<file path="config.mk">
export PLATFORM = sky130hd
export DESIGN_NAME = addr_req_queue_flat
export DESIGN_NICKNAME = d
export VERILOG_FILES = /design/src/rtl/addr_req_queue_if.sv /design/src/rtl/addr_req_queue.sv /design/src/flat_wrapper.sv
export SDC_FILE = /design/constraint.sdc
export NUM_CORES = 1
export LEC_CHECK = 0
export CAP_MARGIN = 20
export CORE_AREA = 2 2 209 211
export DETAILED_ROUTE_END_ITERATION = 12
export DIE_AREA = 0 0 211 213
export GPL_TIMING_DRIVEN = 0
export PLACE_DENSITY = 0.74
export SYNTH_ARGS = -nofsm -noshare
export SYNTH_HDL_FRONTEND = slang
export SYNTH_SLANG_ARGS = --single-unit
</file>
<file path="constraint.sdc">
create_clock -name clock -period 5.15 [get_ports clock]
set_clock_uncertainty 0.05 [all_clocks]
set_input_delay 0.7725 -clock clock [delete_from_list [all_inputs] [get_ports clock]]
set_output_delay 0.7725 -clock clock [all_outputs]
set_load 0.02 [all_outputs]
</file>
<file path="src/rtl/addr_req_queue_if.sv">
// Valid/ready address bundle between trace source and the cache request queue.
// master drives requests in and consumes the head; slave is the queue side.
interface addr_req_queue_if #(
    parameter int ADDR_W   = 32,
    parameter int OFFSET_W = 6,
    parameter int INDEX_W  = 7
);
    localparam int TAG_W = ADDR_W - INDEX_W - OFFSET_W;

    logic                in_valid;
    logic                in_ready;
    logic [ADDR_W-1:0]   in_addr;
    logic                out_valid;
    logic                out_ready;
    logic [ADDR_W-1:0]   out_addr;
    logic [TAG_W-1:0]    out_tag;
    logic [INDEX_W-1:0]  out_index;
    logic [OFFSET_W-1:0] out_offset;

    modport master (
        output in_valid, in_addr, out_ready,
        input  in_ready, out_valid, out_addr,
        input  out_tag, out_index, out_offset
    );

    modport slave (
        input  in_valid, in_addr, out_ready,
        output in_ready, out_valid, out_addr,
        output out_tag, out_index, out_offset
    );
endinterface

</file>
<file path="src/rtl/addr_req_queue.sv">
// FWFT address request queue with tag/index/offset split and request counters.
// Define ADDR_COALESCE_EN to drop back-to-back requests to the same cache block.
module addr_req_queue #(
    parameter int ADDR_W   = 32,
    parameter int DEPTH    = 16,
    parameter int OFFSET_W = 6,
    parameter int INDEX_W  = 7
) (
    input  logic                     clock,
    input  logic                     reset_n,
    addr_req_queue_if.slave          bus,
    output logic [$clog2(DEPTH):0]   count,
    output logic [31:0]              req_total,
    output logic [31:0]              coal_total
);
    localparam int PTR_W = $clog2(DEPTH);
    localparam int TAG_W = ADDR_W - INDEX_W - OFFSET_W;

    logic [ADDR_W-1:0] mem_q [DEPTH];
    logic [PTR_W:0]    wr_ptr_q, wr_ptr_d;
    logic [PTR_W:0]    rd_ptr_q, rd_ptr_d;
    logic [31:0]       req_q, req_d;
    logic              empty, full;
    logic              push, pop, wr_en, coal_hit;

    assign empty = (wr_ptr_q == rd_ptr_q);
    assign full  = (wr_ptr_q[PTR_W-1:0] == rd_ptr_q[PTR_W-1:0])
                && (wr_ptr_q[PTR_W] != rd_ptr_q[PTR_W]);

    assign bus.in_ready  = !full;
    assign bus.out_valid = !empty;
    assign push  = bus.in_valid & bus.in_ready;
    assign pop   = bus.out_valid & bus.out_ready;
    assign wr_en = push & ~coal_hit;

    assign bus.out_addr   = mem_q[rd_ptr_q[PTR_W-1:0]];
    assign bus.out_tag    = bus.out_addr[ADDR_W-1 -: TAG_W];
    assign bus.out_index  = bus.out_addr[OFFSET_W +: INDEX_W];
    assign bus.out_offset = bus.out_addr[OFFSET_W-1:0];

    assign count     = wr_ptr_q - rd_ptr_q;
    assign req_total = req_q;

    always_comb begin
        wr_ptr_d = wr_ptr_q;
        rd_ptr_d = rd_ptr_q;
        req_d    = req_q;
        if (wr_en) wr_ptr_d = wr_ptr_q + 1'b1;
        if (pop)   rd_ptr_d = rd_ptr_q + 1'b1;
        if (push && req_q != 32'hFFFF_FFFF) req_d = req_q + 32'd1;
    end

    always_ff @(posedge clock or negedge reset_n) begin
        if (!reset_n) begin
            wr_ptr_q <= '0;
            rd_ptr_q <= '0;
            req_q    <= '0;
        end else begin
            wr_ptr_q <= wr_ptr_d;
            rd_ptr_q <= rd_ptr_d;
            req_q    <= req_d;
        end
    end

    // Storage carries no reset; the pointers alone define what is valid.
    always_ff @(posedge clock) begin
        if (wr_en) mem_q[wr_ptr_q[PTR_W-1:0]] <= bus.in_addr;
    end

`ifdef ADDR_COALESCE_EN
    localparam int BLK_W = ADDR_W - OFFSET_W;

    logic [BLK_W-1:0] last_blk_q, last_blk_d;
    logic             last_vld_q, last_vld_d;
    logic [31:0]      coal_q, coal_d;

    assign coal_hit = last_vld_q
                   && (bus.in_addr[ADDR_W-1:OFFSET_W] == last_blk_q);

    always_comb begin
        last_blk_d = last_blk_q;
        last_vld_d = last_vld_q;
        coal_d     = coal_q;
        if (push) begin
            last_blk_d = bus.in_addr[ADDR_W-1:OFFSET_W];
            last_vld_d = 1'b1;
            if (coal_hit && coal_q != 32'hFFFF_FFFF) coal_d = coal_q + 32'd1;
        end
    end

    always_ff @(posedge clock or negedge reset_n) begin
        if (!reset_n) begin
            last_blk_q <= '0;
            last_vld_q <= 1'b0;
            coal_q     <= '0;
        end else begin
            last_blk_q <= last_blk_d;
            last_vld_q <= last_vld_d;
            coal_q     <= coal_d;
        end
    end

    assign coal_total = coal_q;
`else
    assign coal_hit   = 1'b0;
    assign coal_total = '0;
`endif
endmodule

</file>
<file path="src/flat_wrapper.sv">
// flat-port wrapper written by rule: the top's interface ports become plain ports
module addr_req_queue_flat 
#(
    parameter int ADDR_W   = 32,
    parameter int DEPTH    = 16,
    parameter int OFFSET_W = 6,
    parameter int INDEX_W  = 7
)
  (clock, reset_n, count, req_total, coal_total, bus_in_valid, bus_in_addr, bus_out_ready, bus_in_ready, bus_out_valid, bus_out_addr, bus_out_tag, bus_out_index, bus_out_offset);
  addr_req_queue_if #(.ADDR_W(ADDR_W), .OFFSET_W(OFFSET_W), .INDEX_W(INDEX_W)) bus_i ();
  input  logic clock;
  input  logic reset_n;
  output logic [$clog2(DEPTH):0] count;
  output logic [31:0] req_total;
  output logic [31:0] coal_total;
  input wire logic [$bits(bus_i.in_valid)-1:0] bus_in_valid;
  input wire logic [$bits(bus_i.in_addr)-1:0] bus_in_addr;
  input wire logic [$bits(bus_i.out_ready)-1:0] bus_out_ready;
  output wire logic [$bits(bus_i.in_ready)-1:0] bus_in_ready;
  output wire logic [$bits(bus_i.out_valid)-1:0] bus_out_valid;
  output wire logic [$bits(bus_i.out_addr)-1:0] bus_out_addr;
  output wire logic [$bits(bus_i.out_tag)-1:0] bus_out_tag;
  output wire logic [$bits(bus_i.out_index)-1:0] bus_out_index;
  output wire logic [$bits(bus_i.out_offset)-1:0] bus_out_offset;
  assign bus_i.in_valid = bus_in_valid;
  assign bus_i.in_addr = bus_in_addr;
  assign bus_i.out_ready = bus_out_ready;
  assign bus_in_ready = bus_i.in_ready;
  assign bus_out_valid = bus_i.out_valid;
  assign bus_out_addr = bus_i.out_addr;
  assign bus_out_tag = bus_i.out_tag;
  assign bus_out_index = bus_i.out_index;
  assign bus_out_offset = bus_i.out_offset;
  addr_req_queue #(.ADDR_W(ADDR_W), .DEPTH(DEPTH), .OFFSET_W(OFFSET_W), .INDEX_W(INDEX_W)) u_core (.clock(clock), .reset_n(reset_n), .bus(bus_i), .count(count), .req_total(req_total), .coal_total(coal_total));
endmodule
</file>
==> impl_results.md <==
- Status: complete, no violations
- Routed Antenna Nets: 0
- Final hold vios: 0
- Sw Pwr: 0.004957 W
- Synth Area in XOR/XNOR: 1.597%
- First-pass iteration count of the detailed router: 5
- CTS tree: yes
- Vias per Instance: between 5 and 6
- Worst-path clk slew: 0.06 ns
- # clock sinks: 554
- Data arrival time of the critical path: 4.12 ns
- Final Max Slew Viols: 0
- Achievable Freq: 202.4 MHz
- CTS H-tree lvls: 2
- Post-Synth Simple-Gate Area: about 2.7%
- P_int: 0.01052 W
- Reg2reg end: u_core.mem_q[14][16]
- R2R Path Start: u_core.rd_ptr_q[2]
- RD Place Congestion: 0.7759
- Main combinational cell family by area after synthesis: multiplexers
- Crit end category: primary output
- Pwr Density: 585.0 nW/µm²
- Least-Margin Pin Slew: between 1 and 1.5 ns
- Core Util, Final: 61.95%
- Maximum vdd drop: 0.5515 mV
- Commonest cells after routing, fill and taps aside: edfxtp_1, mux4_2, clkdlybuf4s50_1, buf_4, clkbuf_16
- Setup violators final: 0
- Clk network pwr share: 23.7%
- Setup WS pre-CTS: -0.03126 ns
- WS Path Type: reg -> out
- First-pass GRT wire length: just over 70000 µm
- HP Start: u_core.wr_ptr_q[4]
- Top post-synthesis cells by area: edfxtp_1, mux4_2, dfrtp_1
- Final Cycle Share: 95.91%
- FILL cells: 2879
- Number of global-route vias before repair: 11320
- Post-synthesis compound-gate area fraction: 0.4847%
- DIE AREA: approximately 45000 µm²
- Distinct cells, synth: 37
- Cells after synthesis: 1007
- Worst Hold Depth: 1
- Via count: between 10000 and 15000
- CTS max path bufs: 3
- Worst slew margin: 33.19%
- Worst skew pair latency: 0.60 ns
- Mean Syn Cell Area: 21.79 µm²
- Worst hold slack: 0.4458 ns
- Io pins: 171
- Most used DFF post-synth: edfxtp_1
- Ys async rst share: 7.581%
- Sequence of cells on the critical path: clkbuf_1 > clkbuf_1 > buf_2 > mux4_2 > mux4_2 > buf_4 > clkdlybuf4s50_1
- Hold worst-path end: u_core.wr_ptr_q[4]
- Comb pwr share: 40.4%
- Width of the die: ~210 µm
- Hold Crit Class: reg -> reg
- Critical Path Start Type: flop
- DRC viols: 0
- Yosys reg bits: between 500 and 600
- Worst path top cell family by delay: buffers and inverters
- Leak: 8.747 nW
- Height of the die: 213 µm
- Iter 0 DRT Violations: ~1100
- Crit-path slowest cell: mux4_2
- Worst Setup Slack, final: ~0.21 ns
- Post-DR wirelength/cell: 26.22 µm
- Worst Path Required: 4.33 ns
- R2R depth: 11
- Wirelength, routed: roughly 50000 µm
- Yosys warning total: 0
- Worst Path Max Fanout: 10
- Layout area overhead: 20.55%
- Min Tclk post-route: 4.940 ns
- Synth area leader: edfxtp_1
- Clock buffers created by TritonCTS: 54
- Post-Synth Adder-Cell Area: 0.6615%
- GRT overflow: 0
- Max-cap violations: 0
- Largest net degree at the start of global routing: 34
- Row count: 76
- All-layer global routing usage: about 22%
- Layout cell share with drive strength beyond 1: between 20 and 30%
- Initial antenna violation count: 2
- HPWL Detailed: 30310 µm
- Post-Synthesis Cell Area: 21940 µm²
- Mux contribution to synthesized area: 16.52%
- Number of synthesized flops with an enable pin: 512
- Commonest non-fill, non-tap cell in the layout: edfxtp_1
- Core Area: 42700 µm²
- Sequential share of power: 36.0%
- # port buffers: 138
- Final-stage net count: roughly 1300
- Starting Density: 51.39%
- CP peak stage delay: 0.56 ns
- Placed Cells: ~1800
- R2R Setup Slk: 0.30 ns
- Switching Share: 32.04%
- Crit path buffers/inverters: 5
- CTS root buf: clkbuf_16
- Synth top area share: a little over two thirds
- Layout Cells excl Fill: 1858
- Seq/Total Area, Yosys: roughly three quarters
[power by group through the flow]
stage                     Clock, W  Sequential (W)  Combinational, W
after CTS                  0.00372         0.00557           0.00629
after floorplan                  0         0.00565           0.00375
final                      0.00366         0.00557           0.00624
after global placement           0         0.00568           0.00596
after detailed placement         0         0.00565           0.00624
after global routing       0.00388         0.00561           0.00661
[state kept, by name, summed over array words and instances, names as in the netlist]
signal            flops
u_core.req_total     32
u_core.rd_ptr_q       5
u_core.wr_ptr_q       5
u_core.mem_q        512
[worst reg2reg max path: cells and delay by family, from the launching register on]
family	cells	cell delay [ns]
flip-flops	1	0.32
adder cells (fa/ha/maj)	1	0.39
buffers and inverters	6	2.30
AND/OR/NAND/NOR	3	1.36
AO/OA/AOI/OAI	1	0.12
[worst max path at each step]
| stage | from | endpoint | slack [ns] | depth (start not counted) |
|---|---|---|---|---|
| after floorplan | u_core.rd_ptr_q[1] | u_core.mem_q[0][0] | 0.07 | 10 |
| after global placement | u_core.rd_ptr_q[1] | u_core.mem_q[1][5] | -3.58 | 10 |
| after detailed placement | u_core.rd_ptr_q[1] | u_core.mem_q[0][5] | -0.03 | 13 |
| after CTS | u_core.rd_ptr_q[2] | u_core.mem_q[0][6] | 0.13 | 13 |
| after global routing | u_core.rd_ptr_q[2] | u_core.mem_q[0][5] | -0.001 | 13 |
| final | u_core.rd_ptr_q[0] | bus_out_offset[4] | 0.21 | 7 |
[final cells by class]
cell class / instances / area, µm² / area share (%)
repair buffers: 174 / 1951 / 7.375
multi-input cells: 367 / 5069 / 19.16
inverters: 10 / 37.54 / 0.1419
clock buffers: 66 / 1396 / 5.279
clock inverters: 32 / 227.7 / 0.8609
plain buffers: 107 / 655.6 / 2.479
diodes: 2 / 5.005 / 0.01892
flip-flops and latches: 554 / 16430 / 62.10
well taps: 546 / 683.2 / 2.583
[metrics by stage]
| stage | instance area [µm²] | power [W] | setup TNS (ns) |
|---|---|---|---|
| 2_1_floorplan | 22060 | 0.009405 | 0 |
| 3_3_place_gp | 24120 | 0.01164 | -1102.68 |
| 3_5_place_dp | 24740 | 0.01190 | -0.2159 |
| 4_1_cts | 26370 | 0.01558 | 0 |
| 5_1_grt | 26450 | 0.01610 | -0.002346 |
| 6_report | 26450 | 0.01547 | 0 |
[metal layers]
layer / track usage [%] / vias to the layer above / wire length (µm)
met4: 6.435 / 0 / 1130
met3: 4.839 / 70 / 4035
met2: 37.06 / 533 / 24260
li1: - / 4604 / -
met5: 0 / - / 0
met1: 30.26 / 5735 / 19300
[timing repair]
| action | CTS | global route |
|---|---|---|
| setup buffers | 0 | 0 |
| endpoints found under the setup margin | 14 | 26 |
| gates resized for setup | 1 | 3 |
| cloned | 0 | 0 |
| hold buffers | 1 | 0 |
| endpoints found under the hold margin | 9 | 0 |
[synthesized netlist by cell type, types with 3 or more instances]
cell type,number
edfxtp_1,512
mux4_2,160
buf_4,64
dfrtp_1,42
xnor2_1,34
clkbuf_1,24
nand3_1,21
nor2_1,20
nand4_1,18
nand2_1,17
buf_2,10
ha_1,10
buf_1,9
inv_1,9
and3_1,7
xor2_1,6
and4_1,5
nand2b_1,5
nor3_1,5
and2_1,4
a21oi_1,3
o21ai_0,3
[cell families (layout without fill, tap and decap cells)]
kind of cell / count (synthesis) / count (layout)
buffers and inverters: 117 / 389
DFF: 554 / 554
adders and majority gates: 11 / 11
and+or+nand+nor: 108 / 108
muxes: 162 / 162
other: 1 / 34
AOI/OAI and AO/OA: 14 / 14
xor gates and xnor gates: 40 / 40
(Power assumes the default switching activity.)
==> variant (same flow settings) <==
Register the output `count`, without a reset; this adds one clock of latency there. The other outputs are not delayed to match.
--- a/src/rtl/addr_req_queue.sv
+++ b/src/rtl/addr_req_queue.sv
@@ -38,7 +38,9 @@
     assign bus.out_index  = bus.out_addr[OFFSET_W +: INDEX_W];
     assign bus.out_offset = bus.out_addr[OFFSET_W-1:0];
 
-    assign count     = wr_ptr_q - rd_ptr_q;
+    always_ff @(posedge clock) begin
+        count <= wr_ptr_q - rd_ptr_q;
+    end
     assign req_total = req_q;
 
     always_comb begin
Behaviour: not the same (a bounded check fails within 4 cycles, from zero or initial values and one cycle with reset_n low).
==> variant against the original RTL <==
Area after synthesis increased by 0.51%; count of clock-buffer cells in the layout increased by 1; via count decreased by 1.1%; combinational power decreased by 3%; critical path depth decreased by 1; wire length decreased by 1.1%; total power increased by 0.73%; sequential cell count increased by 5; cell count decreased by 0.97%; final area increased by 0.41%; worst setup slack improved by 0.12 ns.
==> variant: results (changes against the original RTL) <==
stage	metric	value	unit	change
worst_setup_path	Crit-path slowest cell	clkbuf_1		
worst_setup_path	RR Startpoint	u_core.rd_ptr_q[1]		
cts	Clk Latency, worst-skew pair	0.59	ns	
placed_design	Buffers on Ports	138		unchanged
worst_setup_path	FF-to-FF End	u_core.mem_q[2][31]		
synthesis	count of cell types in the netlist	37		unchanged
synthesis	register area share after synthesis	74.9	%	+0.076 points
placed_design	DP HPWL	29700	um	-1.9%
synthesis	warnings from Yosys	0		unchanged
pwr	Worst VDD drop	0.318	mV	-42%
placed_design	RePlAce Congestion	0.810		+4.4%
final_layout	Layout Nets	1298		-1.3%
min_path	hold path endpoint	u_core.wr_ptr_q[4]		
global_routing	vias in the first global route	11100		-2.3%
worst_setup_path	R2R Setup Slk	0.48	ns	+0.18 ns
global_routing	Total GRT Usage	22.0	%	-0.40 points
sta	Fin. Hold Viols	0		unchanged
synthesis	Post-synth ARST share	7.51	%	-0.068 points
cts	CTS clock-pin slew for the worst setup and hold paths	0.06	ns	about the same
global_routing	met1 usage	29.2	%	-1.1 points
global_routing	Global Route met3 Usage	4.37	%	-0.47 points
worst_setup_path	Top delay family on crit path	buffers and inverters		
route	Pre-antenna DRT Iters	5		unchanged
worst_setup_path	R2R depth	11		unchanged
placed_design	Setup WS pre-CTS	0.498	ns	+0.530 ns
route	Via density	5.88		about the same
global_routing	first-pass GRT wire length	70800	um	-1.7%
synthesis	synth cell count leaders	edfxtp_1, mux4_2, buf_4		
cts	worst-case clock buffer depth	3		unchanged
min_path	Hold WC Path Type	reg2reg		
outcome	status	completed		
pwr	P_leak	8.82	nW	+0.87%
worst_setup_path	Worst EP arrival	3.99	ns	-0.13 ns
global_routing	largest net degree at the start of global routing	37		+8.8%
final_layout	layout cell share with drive strength beyond 1	28.2	%	+0.29 points
cts	TritonCTS Buffers	53		-1.9%
route	Routed WL per cell	26.2	um	-0.15%
route	Initial DRC Count	889		-18%
synthesis	Post-synth EDFFs	512		unchanged
synthesis	top cells by area, synth	edfxtp_1, mux4_2, dfrtp_1		
final_layout	Largest register FFs	512		unchanged
sta	Relative slew margins	24.6	%	-8.6 points
worst_setup_path	Max FO, Critical Path	10		unchanged
synthesis	top_reg_cell synth	edfxtp_1		
final_layout	Fillers	2880		+0.035%
min_path	Min-Delay Startpoint	u_core.wr_ptr_q[4]		
global_routing	GR Util met2	37.7	%	+0.62 points
worst_setup_path	slowest cell delay on critical path	0.73	ns	+0.17 ns
[variant: power by group]
group          internal [mW]  leakage (nW)  switching (mW)
Clock                   2.23         0.835            1.64
Sequential              5.47          5.22           0.170
Combinational           3.03          2.77            3.05
[variant: worst register-to-register path: stages (launching register included)]
cell and delay [ns]:
dfrtp_1 0.55, clkbuf_1 0.42, clkbuf_1 0.66, inv_1 0.22, ha_1 0.37, nand4_1 0.17
o21a_1 0.13, buf_2 0.18, nand2_1 0.24, nor3_2 0.91, buf_6 0.30, buf_6 0.19
[variant: how the worst max path moves through the flow]
stage               cells after the start                  to  slack, ns               start
finish                                  6     bus_out_tag[15]       0.33  u_core.rd_ptr_q[1]
global route                            6     bus_out_tag[15]       0.23  u_core.rd_ptr_q[1]
CTS                                     6     bus_out_tag[15]       0.29  u_core.rd_ptr_q[1]
detailed placement                     11  u_core.mem_q[0][4]       0.50  u_core.rd_ptr_q[1]
global placement                        9  u_core.mem_q[3][9]      -2.94  u_core.rd_ptr_q[1]
floorplan                               9  u_core.mem_q[3][0]       0.45  u_core.rd_ptr_q[1]
[variant: what timing repair did]
action / CTS / global route
setup buffers: 0 / 0
endpoints found under the hold margin: 6 / 0
hold buffers: 1 / 0
gates resized for setup: 0 / 0
[variant: layout make-up]
type	instances	area (um2)	share of cell area [%]
Clock inverter	30	317	1.19
Sequential cell	559	16500	62.2
Multi-Input combinational cell	353	4990	18.8
Timing Repair Buffer	169	1880	7.07
Tap cell	546	683	2.57
Buffer	108	737	2.77
Antenna cell	1	2.50	0.00942
Clock buffer	67	1400	5.27
Inverter	7	26.3	0.0989
[variant: cells by family (layout without fill, tap and decap cells)]
kind of cell	after synthesis	after routing	share of synthesized area (%)
flops	559	559	74.9
mux	161	161	16.4
buf+inv	115	381	3.46
simple gates	93	93	2.37
xor+xnor	41	41	1.63
compound gates	15	15	0.533
fa+ha+maj	11	11	0.658
other cells	1	33	0.0170
[variant: metrics by stage]
stage	TNS (ns)	instance area, um2	hold slack (ns)	utilization, %	cells
2_1_floorplan	0	22200	0.412	-	1027
3_3_place_gp	-807.11	24200	0.426	56.8	1711
3_5_place_dp	0	24800	0.433	58.1	1738
4_1_cts	0	26500	0.443	62.1	1836
5_1_grt	0	26600	0.453	62.2	1839
6_report	0	26600	0.439	62.2	1840
[variant: routing by layer]
| layer | up-vias | share of wire, % |
|---|---|---|
| li1 | 4538 | - |
| met1 | 5674 | 38 |
| met2 | 535 | 52 |
| met3 | 77 | 8.0 |
| met4 | 2 | 2.0 |
| met5 | - | 0.033 |
